**config.mk**
```make
export PLATFORM = sky130hd
export DESIGN_NAME = kpn_fifo_channel
export DESIGN_NICKNAME = d
export VERILOG_FILES = /design/src/rtl/kpn_fifo_channel.sv
export SDC_FILE = /design/constraint.sdc
export NUM_CORES = 1
export LEC_CHECK = 0
export CAP_MARGIN = 0
export CORE_MARGIN = 2
export CORE_UTILIZATION = 34
export DETAILED_ROUTE_END_ITERATION = 8
export HOLD_SLACK_MARGIN = 0.08
export PLACE_DENSITY_LB_ADDON = 0.15
export SKIP_CTS_REPAIR_TIMING = 1
export SLEW_MARGIN = 20
export SYNTH_ARGS = -nofsm -noshare
export SYNTH_HDL_FRONTEND = slang
export SYNTH_SLANG_ARGS = --single-unit
```
**constraint.sdc**
```tcl
create_clock -name clk -period 3.9 [get_ports clk]
set_clock_uncertainty 0.1 [all_clocks]
set_input_delay 0.78 -clock clk [delete_from_list [all_inputs] [get_ports clk]]
set_output_delay 0.78 -clock clk [all_outputs]
set_load 0.02 [all_outputs]
```
**src/rtl/kpn_fifo_channel.sv**
```systemverilog
// kpn_fifo_channel
//   Bounded FIFO channel feeding one adder operand in the KPN datapath.
//   The channel accepts only well-formed fixed-point tokens
//   ([15:4] integer, [3:0] decimal digit 0..9), tracks occupancy and
//   records protocol violations.
//
// Ports
//   clk       in   rising-edge clock
//   reset_n   in   synchronous active-low reset
//   wr        in   push request
//   data_in   in   token to push
//   rd        in   pop request
//   data_out  out  registered head token from the last accepted pop
//   full      out  count == DEPTH
//   empty     out  count == 0
//   count     out  occupancy 0..DEPTH
//   fmt_err   out  one-cycle pulse: push dropped for a bad decimal digit
//   drop_cnt  out  saturating count of format-rejected pushes
//   ovf_err   out  sticky: valid push refused because channel was full
//   unf_err   out  sticky: pop refused because channel was empty
module kpn_fifo_channel #(
  parameter int ADDR_W = 3,
  parameter int DATA_W = 16
) (
  input  logic              clk,
  input  logic              reset_n,
  input  logic              wr,
  input  logic [DATA_W-1:0] data_in,
  input  logic              rd,
  output logic [DATA_W-1:0] data_out,
  output logic              full,
  output logic              empty,
  output logic [ADDR_W:0]   count,
  output logic              fmt_err,
  output logic [7:0]        drop_cnt,
  output logic              ovf_err,
  output logic              unf_err
);

  localparam int              DEPTH   = 1 << ADDR_W;
  localparam logic [ADDR_W:0] DEPTH_C = (ADDR_W+1)'(DEPTH);

  // Storage carries no reset; its contents are don't-care until written.
  logic [DEPTH-1:0][DATA_W-1:0] mem_q;

  logic [ADDR_W-1:0] wr_ptr_q, wr_ptr_d;
  logic [ADDR_W-1:0] rd_ptr_q, rd_ptr_d;
  logic [ADDR_W:0]   count_q,  count_d;
  logic [DATA_W-1:0] dout_q,   dout_d;
  logic [7:0]        drop_q,   drop_d;
  logic              fmt_q,    fmt_d;
  logic              ovf_q,    ovf_d;
  logic              unf_q,    unf_d;

  logic full_w, empty_w, valid_fmt, rd_ok, wr_ok;

  // Flags come from the registered count, never from a pointer compare.
  assign full_w    = (count_q == DEPTH_C);
  assign empty_w   = (count_q == '0);
  assign valid_fmt = (data_in[3:0] <= 4'd9);
  assign rd_ok     = rd && !empty_w;
  // A full channel still takes a push when a pop frees a slot this cycle.
  assign wr_ok     = wr && valid_fmt && (!full_w || rd_ok);

  always_comb begin
    wr_ptr_d = wr_ptr_q;
    rd_ptr_d = rd_ptr_q;
    count_d  = count_q;
    dout_d   = dout_q;
    drop_d   = drop_q;
    fmt_d    = 1'b0;
    ovf_d    = ovf_q;
    unf_d    = unf_q;

    if (wr_ok) wr_ptr_d = wr_ptr_q + 1'b1;

    if (rd_ok) begin
      dout_d   = mem_q[rd_ptr_q];
      rd_ptr_d = rd_ptr_q + 1'b1;
    end

    case ({wr_ok, rd_ok})
      2'b10:   count_d = count_q + 1'b1;
      2'b01:   count_d = count_q - 1'b1;
      default: count_d = count_q;
    endcase

    // Format drops never count as overflow, even when full.
    if (wr && !valid_fmt) begin
      fmt_d = 1'b1;
      if (drop_q != 8'hFF) drop_d = drop_q + 8'd1;
    end

    if (wr && valid_fmt && full_w && !rd_ok) ovf_d = 1'b1;
    if (rd && empty_w)                       unf_d = 1'b1;
  end

  always_ff @(posedge clk) begin
    if (!reset_n) begin
      wr_ptr_q <= '0;
      rd_ptr_q <= '0;
      count_q  <= '0;
      dout_q   <= '0;
      drop_q   <= '0;
      fmt_q    <= 1'b0;
      ovf_q    <= 1'b0;
      unf_q    <= 1'b0;
    end else begin
      wr_ptr_q <= wr_ptr_d;
      rd_ptr_q <= rd_ptr_d;
      count_q  <= count_d;
      dout_q   <= dout_d;
      drop_q   <= drop_d;
      fmt_q    <= fmt_d;
      ovf_q    <= ovf_d;
      unf_q    <= unf_d;
    end
  end

  always_ff @(posedge clk) begin
    if (reset_n && wr_ok) mem_q[wr_ptr_q] <= data_in;
  end

  assign data_out = dout_q;
  assign full     = full_w;
  assign empty    = empty_w;
  assign count    = count_q;
  assign fmt_err  = fmt_q;
  assign drop_cnt = drop_q;
  assign ovf_err  = ovf_q;
  assign unf_err  = unf_q;

endmodule
```
# --- Word level (Yosys, flattened, before mapping) ---
# Index checks and enable logic that the tools add are counted.
word_totals:
  elab_cells: 53
  ff_bits: 165
classes:
  n_eq_ne: 4
  add_sub_neg: 5
  muxes: 7
  order_cmp: 4
  reduce_logical: 17
op_table:
  columns: ["cell", "n"]
  rows:
  - ["bitwise mux 128 bit", 1]
  - ["binary-select mux 16 bit (select 3 bit)", 1]
  - ["demux 16 bit (select 3 bit)", 1]
  - ["two-way mux 16 bit", 2]
  - ["logical AND 1 bit", 9]
  - ["adder 8 x 1 -> 8 bit, second input constant", 1]
  - ["< comparator 3 x 4 -> 1 bit, second input constant", 2]
  - ["inequality test 8 bit, second input constant", 1]
  - ["one-hot mux 4 bit (2 select lines)", 1]
  - ["adder 3 x 1 -> 3 bit, second input constant", 2]
  - ["adder 4 x 1 -> 4 bit, second input constant", 1]
  - ["equality test 4 bit, second input constant", 1]
  - ["<= comparator 4 bit, second input constant", 1]
  - ["zero test 1 bit", 4]
  - ["zero test 4 bit", 1]
  - ["subtractor 4 x 1 -> 4 bit, second input constant", 1]
  - [">= comparator 3 x 1 -> 1 bit, second input constant", 1]
  - ["equality test 2 x 1 -> 1 bit, second input constant", 1]
  - ["equality test 2 bit, second input constant", 1]
  - ["AND reduction 2 bit", 1]
  - ["nonzero test 2 bit", 1]
  - ["logical OR 1 bit", 1]
  - ["two-way mux 1 bit", 1]

# --- Longest topological paths before layout ---
# Gate-level depths: netlist (run 1).
logic_depth:
  depth_word: 7
  ltp_mapped: 7
  depth_no_buf: 7

# --- Least setup slack after synthesis (run 1) ---
# No wires, ideal clock.
synth_path:
  kind: "input -> register"
  from: "in data_in[2]"
  to: "reg mem_q[16] (netlist bit) (enable)"
  arrival_time_ns: 2.918
  required_ns: 3.370
  cell_stages: 3
  slack_ns: 0.452
  n_path_buf: 0
  path_cell_list: "o21ai_1 > o211ai_4 > nor4_1"
synth_between:
  elab_chain_len: 4
synth_lines:
  columns: ["element", "line", "text"]
  rows:
  - ["start: declaration", "28", "input logic [DATA_W-1:0] data_in,"]
  - ["<= comparator 4 bit", "60", "assign valid_fmt = (data_in[3:0] <= 4'd9);"]
  - ["logical AND 1 bit (2 in a row)", "63", "assign wr_ok = wr && valid_fmt && (!full_w || rd_ok);"]
  - ["logical AND 1 bit", "121", "if (reset_n && wr_ok) mem_q[wr_ptr_q] <= data_in;"]
  - ["end signal: indexed assignment", "121", null]
  - ["end: declaration", "44", "logic [DEPTH-1:0][DATA_W-1:0] mem_q;"]
# Every way passes these cells.
# A chain may end at the register's enable or synchronous reset.

# --- Worst setup path after layout (run 1) ---
layout_path:
  from: "reg count_q[0], in the netlist count[0]"
  to: "out empty"
layout_between:
  elab_chain_len: 1
layout_lines:
  columns: ["element", "line", "text"]
  rows:
  - ["start: declaration", "48", "logic [ADDR_W:0] count_q, count_d;"]
  - ["start signal: assignment", "111", "count_q <= count_d;"]
  - ["zero test 4 bit", "59", "assign empty_w = (count_q == '0);"]
  - ["end: declaration", "32", "output logic empty,"]
# Every way passes these cells.

==> flow_summary.toml, run 1 <==
[clock_network]
cts-htree-levels = 4
cts_buffer_depth = 2
cts_buffers = 17
cts.clk_slew.worst_paths_ns = 0.06
cts_tree = "done"
cts_sinks = 165
cts-root-buf = "clkbuf_16"
clock_latency_ns = 0.42

[setup_path]
slowest_stage = "clkdlybuf4s50_1"
cp.required_ns = 3.02
worst_path_largest_cell_delay_ns = 0.62
critPathMaxFanout = 8
ff2ff_setup_slack_ns = 1.58
reg2reg_from = "count[1]"
cp-endpoint = "empty"
path_cells = "or3_1 > nor2_1 > clkdlybuf4s50_1"
cp-start-kind = "register"
arrival_ns = 2.14
reg2reg_to = "mem_q[67]"
reg2reg_depth = 5
endpoint_kind = "output pin"
startpoint = "count[0]"
crit_type = "register to output pin"

[worst_hold_path]
hold_class = "register to register"

[floorplan]
rows = 50
die_area_sq_um = 19870
start_util = 0.3433
coreArea_sq_um = 18580
dieHeight_um = 141.0
ios = 53
die_w_um = 141.0

[layout]
fin_nets = 457
final_cell_count_no_fill = 680
syn2layout_area_growth_pct = 22.52
diodes = 0
drive_above_1_share = 0.2063

[timing]
timing.slew.headroom = 0.4560
min_period_ns = 3.020
worst_slack_ns = 0.8800
fmax_ghz = 0.3311
drv_slew = 0
tns_ns = 0
hold_violations = 0
rsz0062_at_grt = "false"
setup_viol = 0
holdWs_ns = 0.3690
tightest_slew_ns = 0.8149
post-route-period-util = 0.7743

[detailed_routing]
wl_mm = 12.82
dr.pass1.iters = 5
vias = 3351
remaining_drc_errors = 0
routed_via_density = 4.928
postRouteAntennaNets = 0
routed_wire_length_per_instance_um = 18.85
drt_iter0_drc = 181

[synthesis]
synth_area_sq_um = 6379
yosysMostFrequentCell = "edfxtp_1"
ys_ff_latch = 165
synthTopCellsByArea = "edfxtp_1, dfxtp_1, mux4_2"
synth_top_area_share = 0.6026
async_flop_share = 0
ys_warn_count = 0
synth_top_area_cell = "edfxtp_1"
ys_dominant_reg_cell = "edfxtp_1"
netlist-cell-type-count = 39
seq_area_frac_synth = 0.7187
synth-edff-count = 128
synth.net_count = 390
syn_area_per_cell_sq_um = 17.43
ys_top_cells_by_count = "edfxtp_1, dfxtp_1, mux4_2"
syn_inst = 366

[place]
dp_cells = 648
hpwl_mm = 7.981
gp_congestion = 0.7514
place_ws_ns = 0.4934
io_buffers = 52

[global_routing]
grt_max_degree = 36
grt_first_pass_wirelength_mm = 20.42
antenna_found_initial = 0
grt_overflow = 0
grt_use_total = 0.1390
grt_pass1_vias = 3568

[power_and_ir_drop]
ir_worst_vdd_uv = 388.7
p_per_area_nw_per_um2 = 597.9
p_leak_nw = 2.466

[run]
cap_violations = 0

[status]
status = "finished, final reports clean"
worst min-delay path by stage:
stage	start	to	slack, ns	depth (start not counted)
2_1_floorplan	wr_ptr_q[2]	wr_ptr_q[2]	0.45	3
5_1_grt	ovf_err	ovf_err	0.40	2
6_report	ovf_err	ovf_err	0.37	2
4_1_cts	unf_err	unf_err	0.38	2
3_5_place_dp	unf_err	unf_err	0.36	2
3_3_place_gp	unf_err	unf_err	0.36	2
registers in the layout (all words and copies together), names as in the netlist:
name and count:
ovf_err 1, drop_cnt 8, unf_err 1, data_out 16, wr_ptr_q 3, fmt_err 1
mem_q 128, rd_ptr_q 3, count 4
per-layer routing:
layer	track usage	vias to the layer above	wire length [um]
li1	-	1590	-
met1	0.1842	1700	5993
met2	0.2252	53	6320
met3	0.04280	8	415
met4	0.03474	0	87
met5	0	-	0
critical path: cells and delay by family, from the launching register on:
kind                   cells  cell delay, ns
AND/OR/NAND/NOR            2            0.73
flip-flops                 1            0.38
buffers and inverters      1            0.62
logic make-up after synthesis:
family                     Yosys count  synth area share
AOI/OAI and AO/OA                   61           0.06081
and+or+nand+nor                     52           0.03962
xor gates and xnor gates             6          0.008238
adders and majority gates            4          0.007847
buffers and inverters               24           0.01726
muxes                               54            0.1475
DFF                                165            0.7187
cell usage in the layout (no fill, tap or decap), drive strengths merged:
master | Yosys | layout
and3 | 1 | 1
a21oi | 26 | 26
nand2 | 11 | 11
or4 | 3 | 3
xor2 | 4 | 4
mux2i | 22 | 22
or3 | 4 | 4
ha | 4 | 4
nand2b | 3 | 3
or2 | 1 | 1
o21bai | 1 | 1
a211oi | 1 | 1
mux4 | 32 | 32
xnor2 | 2 | 2
nor2 | 16 | 16
buf | 9 | 16
nand3 | 5 | 5
o31ai | 3 | 3
a31oi | 2 | 2
o2111ai | 1 | 1
edfxtp | 128 | 128
o41ai | 2 | 2
a32oi | 1 | 1
o211ai | 3 | 3
clkinv | 1 | 8
inv | 3 | 8
clkbuf | 11 | 18
o21ai | 20 | 20
nor3 | 4 | 4
and2 | 1 | 1
clkdlybuf4s50 | 0 | 52
clkinvlp | 0 | 2
nand4 | 1 | 1
o41a | 1 | 1
dfxtp | 37 | 37
nor4 | 2 | 2
per-stage QoR:
stage | util | area [sq um] | power, mW
3_3_place_gp | 0.3916 | 7276 | 3.220
4_1_cts | 0.4206 | 7815 | 4.751
5_1_grt | 0.4206 | 7815 | 4.926
6_report | 0.4206 | 7815 | 4.672
2_1_floorplan | - | 6379 | 2.842
3_5_place_dp | 0.3916 | 7276 | 3.222
final cells by class:
class	instances	area, sq um
clock buffer	18	439.2
clock inverter	14	100.1
fill	1665	10770
inverter	4	15.01
multi-input combinational	177	1717
sequential	165	4586
tap	234	292.8
timing repair buffer	68	665.6
power by group:
part	total (mW)	internal [mW]	leakage, nW	switching [mW]
sequential	2.12	2.00	1.46	0.118
clock	1.51	0.835	0.265	0.679
combinational	1.04	0.523	0.745	0.514
Power figures use the tool's default switching activity.
==> run 2, diff against run 1 <==
clock period = 2.88 ns   (was 3.9 ns; I/O delays follow)
==> run 2 against run 1 <==
Cell area up 1.7%. Global-route usage up 0.46 points. Utilization is 0.71 points higher. Register-to-register slack worse by 0.76 ns. Sequential cell count did not move. Worst hold slack improved by 0.0023 ns. Largest power group unchanged. Highest routed layer unchanged.
==> flow_summary.toml, run 2 (same netlist as run 1, synthesis figures left out) <==
[global_routing]
grt_max_degree = 35
antenna_found_initial = 0
grt_overflow = 0
grt_pass1_vias = 3660
grt_first_pass_wirelength_mm = 21.11
grt_use_total = 0.1435

[power_and_ir_drop]
ir_worst_vdd_uv = 427.0
finalPower_mw = 6.554
p_per_area_nw_per_um2 = 824.6
p_leak_nw = 2.529

[clock_network]
clock_latency_ns = 0.42
cts_tree = "done"
cts-htree-levels = 4
cts.clk_slew.worst_paths_ns = 0.06
cts_buffer_depth = 2
cts-root-buf = "clkbuf_16"
cts_sinks = 165
cts_buffers = 17

[layout]
fin_util = 0.4277
multi_input_area_sq_um = 1722
num-fill-cells = 1646
fin_nets = 467
drive_above_1_share = 0.2281
max_flop_register = "mem_q"
layout_common_cells = "edfxtp_1, clkdlybuf4s50_1, dfxtp_1"
largest_reg_flops = 128
regArea_sq_um = 4586
syn2layout_area_growth_pct = 24.60
final_common_cell = "edfxtp_1"
diodes = 0

[timing]
timing.slew.headroom = 0.6594
drv_slew = 0
rsz0062_at_grt = "false"
post-route-period-util = 0.9419
tightest_slew_ns = 0.5109
fmax_ghz = 0.3687
min_period_ns = 2.713
tns_ns = 0
setup_viol = 0
hold_violations = 0
holdWs_ns = 0.3714

[run]
cap_violations = 0

[detailed_routing]
vias = 3541
drt_iter0_drc = 302
routed_wire_length_per_instance_um = 19.48
routed_via_density = 5.132
wl_mm = 13.44
remaining_drc_errors = 0
postRouteAntennaNets = 0
dr.pass1.iters = 4

[floorplan]
dieHeight_um = 141.0
start_util = 0.3433
die_w_um = 141.0
rows = 50
ios = 53
coreArea_sq_um = 18580
die_area_sq_um = 19870

[setup_path]
cp.required_ns = 2.20
arrival_ns = 2.04
cp-start-kind = "register"
crit_type = "register to output pin"
endpoint_kind = "output pin"
critPathMaxFanout = 8

[worst_hold_path]
hold_class = "register to register"

[status]
status = "finished, final reports clean"

[place]
hpwl_mm = 8.332
gp_congestion = 0.7782
io_buffers = 52
-- run 2: cell types whose count changed in the layout (fill, tap and decap cells not counted), sizes merged --
cell	change
buf	+10
bufinv	+2
clkinvlp	+2
inv	-2
clkbuf	-1
clkinv	-1
-- run 2: critical path, cell delays in order (launching register included) --
cell and delay [ns]:
dfxtp_1 0.40, or3_4 0.46, nor2_1 0.14, clkdlybuf4s50_1 0.62
-- run 2: metrics by stage --
step	area [sq um]	setup slack, ns	cells
2_1_floorplan	6389	-0.3639	366
3_3_place_gp	7363	0.2296	658
3_5_place_dp	7363	0.2152	658
4_1_cts	7943	0.05351	690
5_1_grt	7948	0.08533	690
6_report	7948	0.1674	690
-- run 2: layer usage --
metal | vias to the layer above | routed length, um | global-route usage
li1 | 1620 | - | -
met1 | 1821 | 6165 | 0.2000
met2 | 87 | 6307 | 0.2236
met3 | 13 | 779 | 0.03261
met4 | 0 | 187 | 0.04895
met5 | - | 0 | 0
-- run 2: report_power, final --
group	switching, mW	internal, mW	leakage, nW
sequential	0.107	2.71	1.46
clock	0.940	1.28	0.276
combinational	0.760	0.754	0.797
-- run 2: cell type report --
type | instances | share of cell area
clock buffers | 17 | 0.05353
clock inverters | 15 | 0.01936
inverters | 4 | 0.001889
multi-input cells | 177 | 0.2166
flip-flops and latches | 165 | 0.5770
well taps | 234 | 0.03684
repair buffers | 78 | 0.09477
-- run 2: worst paths after layout --
check             startpoint   endpoint  depth (start not counted)  slack (ns)
setup / recovery    count[1]      empty                          3        0.17
setup reg to reg    count[1]  mem_q[88]                          5        0.82
hold reg to reg      unf_err    unf_err                          2        0.37
hold / removal       unf_err    unf_err                          2        0.37
==> run 3, diff against run 2 <==
GPL_ROUTABILITY_DRIVEN = 0   (was not set)
PLACE_DENSITY = 0.58   (was not set)
PLACE_DENSITY_LB_ADDON = not set   (was 0.15)
==> run 3 against run 2 <==
Power fell by 2.1%. Cell count down 0.14%. Routed wire length fell by 5.9%. Largest power group unchanged.
==> flow_summary.toml, run 3 (same netlist as run 1, synthesis figures left out) <==
[layout]
max_flop_register = "mem_q"
final_common_cell = "edfxtp_1"
syn2layout_area_growth_pct = 24.13
fin_nets = 466
final_cell_count_no_fill = 689
multi_input_area_sq_um = 1722
layout_common_cells = "edfxtp_1, clkdlybuf4s50_1, dfxtp_1"
largest_reg_flops = 128
num-fill-cells = 1608
diodes = 0
fin_area_sq_um = 7918
drive_above_1_share = 0.2154
regArea_sq_um = 4586

[timing]
hold_violations = 0
timing.slew.headroom = 0.7046
tns_ns = 0
drv_slew = 0
min_period_ns = 2.693
rsz0062_at_grt = "false"
holdWs_ns = 0.3693
setup_viol = 0
post-route-period-util = 0.9352
fmax_ghz = 0.3713
worst_slack_ns = 0.1865
tightest_slew_ns = 0.4374

[worst_hold_path]
worstHoldEndpoint = "unf_err"
hp-start = "unf_err"
whs_path_depth = 2
hold_class = "register to register"

[setup_path]
crit_type = "register to output pin"
arrival_ns = 2.02
reg2reg_to = "count[2]"
startpoint = "count[0]"
ff2ff_setup_slack_ns = 0.87
endpoint_kind = "output pin"
cp.required_ns = 2.20
critPathMaxFanout = 8
cp-start-kind = "register"
reg2reg_from = "count[3]"
reg2reg_depth = 6

[floorplan]
ios = 53
die_area_sq_um = 19870
dieHeight_um = 141.0
start_util = 0.3433
die_w_um = 141.0
coreArea_sq_um = 18580
rows = 50

[clock_network]
cts.clk_slew.worst_paths_ns = 0.06
cts-htree-levels = 4
clock_latency_ns = 0.42
cts_buffers = 17
cts_buffer_depth = 2
cts-root-buf = "clkbuf_16"
cts_sinks = 165
cts_tree = "done"

[place]
dp_cells = 657
hpwl_mm = 7.941
place_ws_ns = 0.2386
placed_cell_area_sq_um = 7368
io_buffers = 52

[power_and_ir_drop]
p_leak_nw = 2.508
ir_worst_vdd_uv = 429.9
p_per_area_nw_per_um2 = 810.3

[detailed_routing]
wl_mm = 12.65
remaining_drc_errors = 0
routed_via_density = 4.983
dr.pass1.iters = 4
vias = 3433
routed_wire_length_per_instance_um = 18.36
drt_iter0_drc = 218
postRouteAntennaNets = 0

[global_routing]
grt_pass1_vias = 3572
grt_first_pass_wirelength_mm = 20.14
antenna_found_initial = 0
grt_overflow = 0
grt_use_total = 0.1366
grt_max_degree = 35

[status]
status = "finished, final reports clean"

[run]
cap_violations = 0
run 3: worst max-delay path: stages (launching register included):
cell and delay, ns:
dfxtp_1 0.38, or3_4 0.47, nor2_1 0.14, clkdlybuf4s50_1 0.62
run 3: worst max path at each step:
stage | endpoint | slack, ns
floorplan | mem_q[16] | -0.36
global placement | mem_q[105] | 0.27
detailed placement | mem_q[96] | 0.24
CTS | empty | 0.05
global route | empty | 0.05
finish | empty | 0.19
run 3: routing by layer:
| metal | vias up | GRT usage | routed length [um] |
|---|---|---|---|
| met5 | - | 0 | 0 |
| met4 | 0 | 0.04947 | 157 |
| met3 | 10 | 0.03940 | 480 |
| met2 | 67 | 0.2128 | 6010 |
| met1 | 1736 | 0.1837 | 6001 |
| li1 | 1620 | - | - |
run 3: final cells by class:
type	instances	area share
Clock buffer	21	0.05563
Multi-Input combinational cell	177	0.2174
Clock inverter	11	0.01312
Timing Repair Buffer	77	0.09576
Inverter	4	0.001896
Sequential cell	165	0.5792
Tap cell	234	0.03698
run 3: per-stage QoR:
step | power (mW) | util
4_1_cts | 6.501 | 0.4259
3_5_place_dp | 4.399 | 0.3966
5_1_grt | 6.735 | 0.4261
6_report | 6.415 | 0.4261
3_3_place_gp | 4.382 | 0.3966
2_1_floorplan | 3.850 | -
run 3: report_power, final:
group | leakage, nW | internal (mW) | switching (mW) | total (mW)
registers | 1.46 | 2.71 | 0.102 | 2.82
clock network | 0.257 | 1.19 | 0.893 | 2.09
logic | 0.794 | 0.756 | 0.755 | 1.51
total | 2.51 | 4.67 | 1.75 | 6.42
